$ cat config.mk
export PLATFORM = sky130hd
export DESIGN_NAME = apb_master_ms
export DESIGN_NICKNAME = d
export VERILOG_FILES = /design/src/rtl/apb_master_ms.sv
export SDC_FILE = /design/constraint.sdc
export NUM_CORES = 1
export LEC_CHECK = 0
export ABC_AREA = 1
export ABC_CLOCK_PERIOD_IN_PS = 4200
export CORE_AREA = 2 2 122 124
export CTS_BUF_LIST = sky130_fd_sc_hd__clkbuf_4
export DETAILED_ROUTE_END_ITERATION = 7
export DIE_AREA = 0 0 124 126
export GPL_TIMING_DRIVEN = 0
export MAX_ROUTING_LAYER = met4
export PLACE_DENSITY_LB_ADDON = 0.12
export SETUP_SLACK_MARGIN = 0.5
export SYNTH_ARGS = -nofsm -noshare
export SYNTH_HDL_FRONTEND = slang
export SYNTH_SLANG_ARGS = --single-unit
export TNS_END_PERCENT = 10
$ cat constraint.sdc
create_clock -name pclk -period 4.2 [get_ports pclk]
set_clock_uncertainty 0.15 [all_clocks]
set_input_delay 0.84 -clock pclk [delete_from_list [all_inputs] [get_ports pclk]]
set_output_delay 0.84 -clock pclk [all_outputs]
set_load 0.005 [all_outputs]
$ cat src/rtl/apb_master_ms.sv
// +--------------------------------------------------------------------------+
// | apb_master_ms : single-request APB master, NSLV completers, with timeout |
// | Revision      : 1.0                                                      |
// +--------------------------------------------------------------------------+
`default_nettype none

module apb_master_ms #(
  parameter int ADDR_W  = 32,
  parameter int DATA_W  = 32,
  parameter int NSLV    = 4,
  parameter int SLV_LSB = 12,
  parameter int TIMEOUT = 16
) (
  input  logic                   pclk,
  input  logic                   preset,
  input  logic                   req_valid,
  output logic                   req_ready,
  input  logic                   req_write,
  input  logic [ADDR_W-1:0]      req_addr,
  input  logic [DATA_W-1:0]      req_wdata,
  input  logic [DATA_W/8-1:0]    req_strb,
  output logic                   rsp_valid,
  output logic [DATA_W-1:0]      rsp_rdata,
  output logic                   rsp_err,
  output logic [NSLV-1:0]        psel,
  output logic                   penable,
  output logic                   pwrite,
  output logic [ADDR_W-1:0]      paddr,
  output logic [DATA_W-1:0]      pwdata,
  output logic [DATA_W/8-1:0]    pstrb,
  input  logic [NSLV*DATA_W-1:0] prdata_s,
  input  logic [NSLV-1:0]        pready_s,
  input  logic [NSLV-1:0]        pslverr_s
);

  localparam int SEL_W  = (NSLV > 1) ? $clog2(NSLV) : 1;
  localparam int STRB_W = DATA_W / 8;
  localparam logic [7:0] c_cnt_last = 8'(TIMEOUT - 1);

  typedef enum logic [1:0] {
    IDLE   = 2'd0,
    SETUP  = 2'd1,
    ACCESS = 2'd2,
    DERR   = 2'd3
  } state_t;

  state_t              r_state, w_state_nxt;
  logic [SEL_W-1:0]    r_idx;
  logic [7:0]          r_cnt, w_cnt_nxt;
  logic                r_req_ready, r_rsp_valid, r_rsp_err, r_penable, r_pwrite;
  logic [DATA_W-1:0]   r_rsp_rdata, r_pwdata;
  logic [NSLV-1:0]     r_psel;
  logic [ADDR_W-1:0]   r_paddr;
  logic [STRB_W-1:0]   r_pstrb;

  logic                w_accept, w_idx_ok;
  logic [SEL_W-1:0]    w_req_idx, w_idx_nxt;
  logic                w_sel_ready, w_sel_err;
  logic [DATA_W-1:0]   w_sel_rdata;
  logic                w_rsp_valid_nxt, w_rsp_err_nxt;
  logic [DATA_W-1:0]   w_rsp_rdata_nxt;
  logic [NSLV-1:0]     w_psel_nxt;

  assign w_accept  = req_valid & r_req_ready;
  assign w_req_idx = req_addr[SLV_LSB +: SEL_W];
  assign w_idx_nxt = w_accept ? w_req_idx : r_idx;

  // When NSLV fills the select field every index decodes to a real slave.
  generate
    if (NSLV == (1 << SEL_W)) begin : g_full_decode
      assign w_idx_ok = 1'b1;
    end else begin : g_partial_decode
      localparam logic [SEL_W:0] c_nslv = NSLV[SEL_W:0];
      assign w_idx_ok = ({1'b0, w_req_idx} < c_nslv);
    end
  endgenerate

  always_comb begin
    w_sel_ready = 1'b0;
    w_sel_err   = 1'b0;
    w_sel_rdata = '0;
    for (int i = 0; i < NSLV; i++) begin
      if (r_idx == SEL_W'(i)) begin
        w_sel_ready = pready_s[i];
        w_sel_err   = pslverr_s[i];
        w_sel_rdata = prdata_s[i*DATA_W +: DATA_W];
      end
    end
  end

  always_ff @(posedge pclk or negedge preset) begin
    if (!preset) r_state <= IDLE;
    else         r_state <= w_state_nxt;
  end

  always_comb begin
    w_state_nxt     = r_state;
    w_cnt_nxt       = r_cnt;
    w_rsp_valid_nxt = 1'b0;
    w_rsp_err_nxt   = 1'b0;
    w_rsp_rdata_nxt = '0;
    unique case (r_state)
      IDLE: begin
        if (w_accept) begin
          if (w_idx_ok) begin
            w_state_nxt = SETUP;
            w_cnt_nxt   = '0;
          end else begin
            w_state_nxt     = DERR;
            w_rsp_valid_nxt = 1'b1;
            w_rsp_err_nxt   = 1'b1;
          end
        end
      end
      SETUP: w_state_nxt = ACCESS;
      ACCESS: begin
        // A ready in the final allowed cycle wins over the timeout.
        if (w_sel_ready) begin
          w_state_nxt     = IDLE;
          w_rsp_valid_nxt = 1'b1;
          w_rsp_err_nxt   = w_sel_err;
          w_rsp_rdata_nxt = r_pwrite ? '0 : w_sel_rdata;
        end else if (r_cnt == c_cnt_last) begin
          w_state_nxt     = IDLE;
          w_rsp_valid_nxt = 1'b1;
          w_rsp_err_nxt   = 1'b1;
        end else begin
          w_cnt_nxt = r_cnt + 8'd1;
        end
      end
      DERR:    w_state_nxt = IDLE;
      default: w_state_nxt = IDLE;
    endcase

    w_psel_nxt = '0;
    for (int i = 0; i < NSLV; i++) begin
      w_psel_nxt[i] = ((w_state_nxt == SETUP) || (w_state_nxt == ACCESS)) &&
                      (w_idx_nxt == SEL_W'(i));
    end
  end

  always_ff @(posedge pclk or negedge preset) begin
    if (!preset) begin
      r_cnt       <= '0;
      r_idx       <= '0;
      r_req_ready <= 1'b0;
      r_rsp_valid <= 1'b0;
      r_rsp_err   <= 1'b0;
      r_rsp_rdata <= '0;
      r_psel      <= '0;
      r_penable   <= 1'b0;
      r_pwrite    <= 1'b0;
      r_paddr     <= '0;
      r_pwdata    <= '0;
      r_pstrb     <= '0;
    end else begin
      r_cnt       <= w_cnt_nxt;
      r_req_ready <= (w_state_nxt == IDLE);
      r_rsp_valid <= w_rsp_valid_nxt;
      r_rsp_err   <= w_rsp_err_nxt;
      r_rsp_rdata <= w_rsp_rdata_nxt;
      r_psel      <= w_psel_nxt;
      r_penable   <= (w_state_nxt == ACCESS);
      if (w_accept) begin
        r_idx    <= w_req_idx;
        r_paddr  <= req_addr;
        r_pwrite <= req_write;
        r_pwdata <= req_write ? req_wdata : '0;
        r_pstrb  <= req_write ? req_strb : '0;
      end
    end
  end

  assign req_ready = r_req_ready;
  assign rsp_valid = r_rsp_valid;
  assign rsp_err   = r_rsp_err;
  assign rsp_rdata = r_rsp_rdata;
  assign psel      = r_psel;
  assign penable   = r_penable;
  assign pwrite    = r_pwrite;
  assign paddr     = r_paddr;
  assign pwdata    = r_pwdata;
  assign pstrb     = r_pstrb;

endmodule

`default_nettype wire

==> metrics.yaml <==
worst_setup_path_start_kind: "register"
gp_congestion: 0.953
timing.critical_path.from: "pwrite"
synthesis.nets: 921
max_freq_mhz: 390
seq_area_frac_synth: 0.534
final_core_util: 0.653
antenna_found_initial: 0
r2r-start: "r_idx[0]"
maxSlewHeadroom: 0.540
p_leak_uw: 0.00427
num_io_pins: 317
path_depth: 1
cts.clk_slew.worst_paths_ps: 100
die_w_um: 124
ys_ff_latch: 121
finalWirelength_um: 19900
drcViolationCount: 0
synthesis.area_um2: 5670
drive_above_1_share: 0.0727
cts_made_buffers: 17
endpoint: "pwrite"
yosys.area.top_type: "dfrtp_1"
cts_buffer_depth: 2
fin_crit_ps: 2560
tns_ps: 0
overflow: 0
firstDrtPassIters: 4
worst_slew_pin_slew_ps: 690
rr_worst_depth: 10
clockRootBuffer: "clkbuf_4"
nFillCells: 1268
netlist_instances: 710
ir_drop_v: 0.000304
critical_path_peak_fanout: 6
wire_per_inst_um: 16.0
crit_path_end_kind: "output pin"
nets: 1257
cts-htree-levels: 4
crit_chain: "clkdlybuf4s50_1"
grt_pass1_wl_um: 30900
diodes: 0
total_power_uw: 4940
hp-class: "register to register"
io_buffers: 315
powerDensity_nw_per_um2: 529
worstPathArrival_ps: 1570
ys_top_cells_by_area: "dfrtp_1, nand2_1, o21ai_0"
drtAntennaViolNets: 0
critPathBufInv: 1
grt_max_degree: 96
initialDrtViolationCount: 372
cp.required_ps: 3210
reg2reg_to: "psel[0]"
dpl.hpwl_um: 15500
ys_types: 29
dieArea_um2: 15600
crit_type: "register to output pin"
row_count: 44
drv_slew: 0
areaGrowthSynthToFinish_pct: 64.9
critical_path.max_stage_delay_ps: 570
slowest_stage: "clkdlybuf4s50_1"
final_cells: 1243
yosysWarnings: 0
ff2ff_setup_slack_ps: 2200
rsz0062_at_grt: "false"
yosysTopAreaCellShare: 0.534
avgSynthCellArea_um2: 7.98
grt_use_total: 0.268
drv_cap: 0
status: "finished clean"
stdcell_area_um2: 9350
drt-vias-per-instance: 4.73
cp_top_family: "buffers and inverters"
setup_viol: 0
core_area_um2: 14300
num_vias: 5877
placed_area_um2: 9080
start_util: 0.396
cts_setup_buffers: 0
grt_pass1_vias: 5793
worstSkewPairLatency_ps: 510
tritoncts: "yes"
die_y_um: 126
place_inst: 1210
finalHoldViolCount: 0
clock-sinks: 121
fin_crit_sh: 0.610
-- how the worst min path moves through the flow --
stage / to / cells past startpoint / from / slack (ps)
final: r_state[0] / 1 / r_state[1] / 320
after global routing: paddr[25] / 2 / paddr[25] / 370
after CTS: r_state[0] / 1 / r_state[1] / 330
after detailed placement: r_state[0] / 1 / r_state[1] / 310
after global placement: paddr[16] / 2 / paddr[16] / 310
after floorplan: r_state[0] / 1 / r_state[1] / 290
-- layout by cell type (no fill, tap or decap), drive strengths merged --
cell type	count
bufinv	2
clkbuf	41
clkinvlp	1
o22ai	1
nand2	275
inv	33
clkinv	11
ha	3
o21ai	103
nor3	21
dlygate4sd3	1
o21bai	1
a21oi	1
xnor2	1
clkdlybuf4s50	314
nor3b	2
xor2	1
nor2	71
dfrtp	121
o21a	1
nand3	34
buf	20
-- registers in the layout, summed over array words and instances (netlist names) --
register and cells:
paddr 32, penable 1, psel 4, pstrb 4, pwdata 32, pwrite 1, r_cnt 8, r_idx 2
r_state 2, req_ready 1, rsp_err 1, rsp_rdata 32, rsp_valid 1
-- metrics by stage --
stage / hold WS, ps / worst slack [ps]
3_5_place_dp: 312 / 1320
2_1_floorplan: 292 / 2170
5_1_grt: 366 / 1540
6_report: 322 / 1640
3_3_place_gp: 311 / -2730
4_1_cts: 333 / 1570
-- power breakdown --
group | switching, uW | internal [uW]
combinational | 1270 | 1200
clock | 415 | 360
sequential | 186 | 1520
-- per-layer routing --
metal	wire, um	track usage	vias up
met5	0	-	-
met1	8060	0.321	2702
li1	-	-	2933
met3	1600	0.0797	40
met2	9500	0.426	202
met4	698	0.101	0
-- timing repair --
| action | in CTS | in global routing |
|---|---|---|
| gates resized for setup | 0 | 0 |
| hold buffers | 1 | 0 |
| hold endpoints to repair | 25 | 0 |
-- cells in the mapped netlist --
master,instances
a21oi_1,1
buf_1,3
buf_2,8
buf_4,3
buf_6,4
clkbuf_1,21
clkinv_1,1
clkinv_2,1
dfrtp_1,121
ha_1,3
inv_1,29
inv_2,4
nand2_1,271
nand2_2,2
nand2_4,2
nand3_1,33
nand3_2,1
nor2_1,67
nor2_2,4
nor3_1,4
nor3_2,17
nor3b_1,2
o21a_1,1
o21ai_0,93
o21ai_1,10
o21bai_2,1
o22ai_1,1
xnor2_1,1
xor2_1,1
-- cell type report --
| type | instances | area (um2) | area share |
|---|---|---|---|
| Sequential cell | 121 | 3030 | 0.324 |
| Multi-Input combinational cell | 515 | 2310 | 0.247 |
| Clock inverter | 12 | 108 | 0.0115 |
| Tap cell | 184 | 230 | 0.0246 |
| Timing Repair Buffer | 317 | 3190 | 0.341 |
| Buffer | 39 | 198 | 0.0211 |
| Clock buffer | 20 | 150 | 0.0161 |
| Inverter | 35 | 133 | 0.0142 |
-- kinds of logic (layout without fill, tap and decap cells) --
group                    after synthesis  in the layout  share of synthesized area
buffers and inverters                 74            423                     0.0583
flip-flops                           121            121                      0.534
XOR/XNOR                               2              2                    0.00309
adder cells (fa/ha/maj)                3              3                    0.00662
AND/OR/NAND/NOR                      403            403                      0.302
AO/OA/AOI/OAI                        107            107                     0.0962
Note: power is estimated with default switching activity, not from simulation.
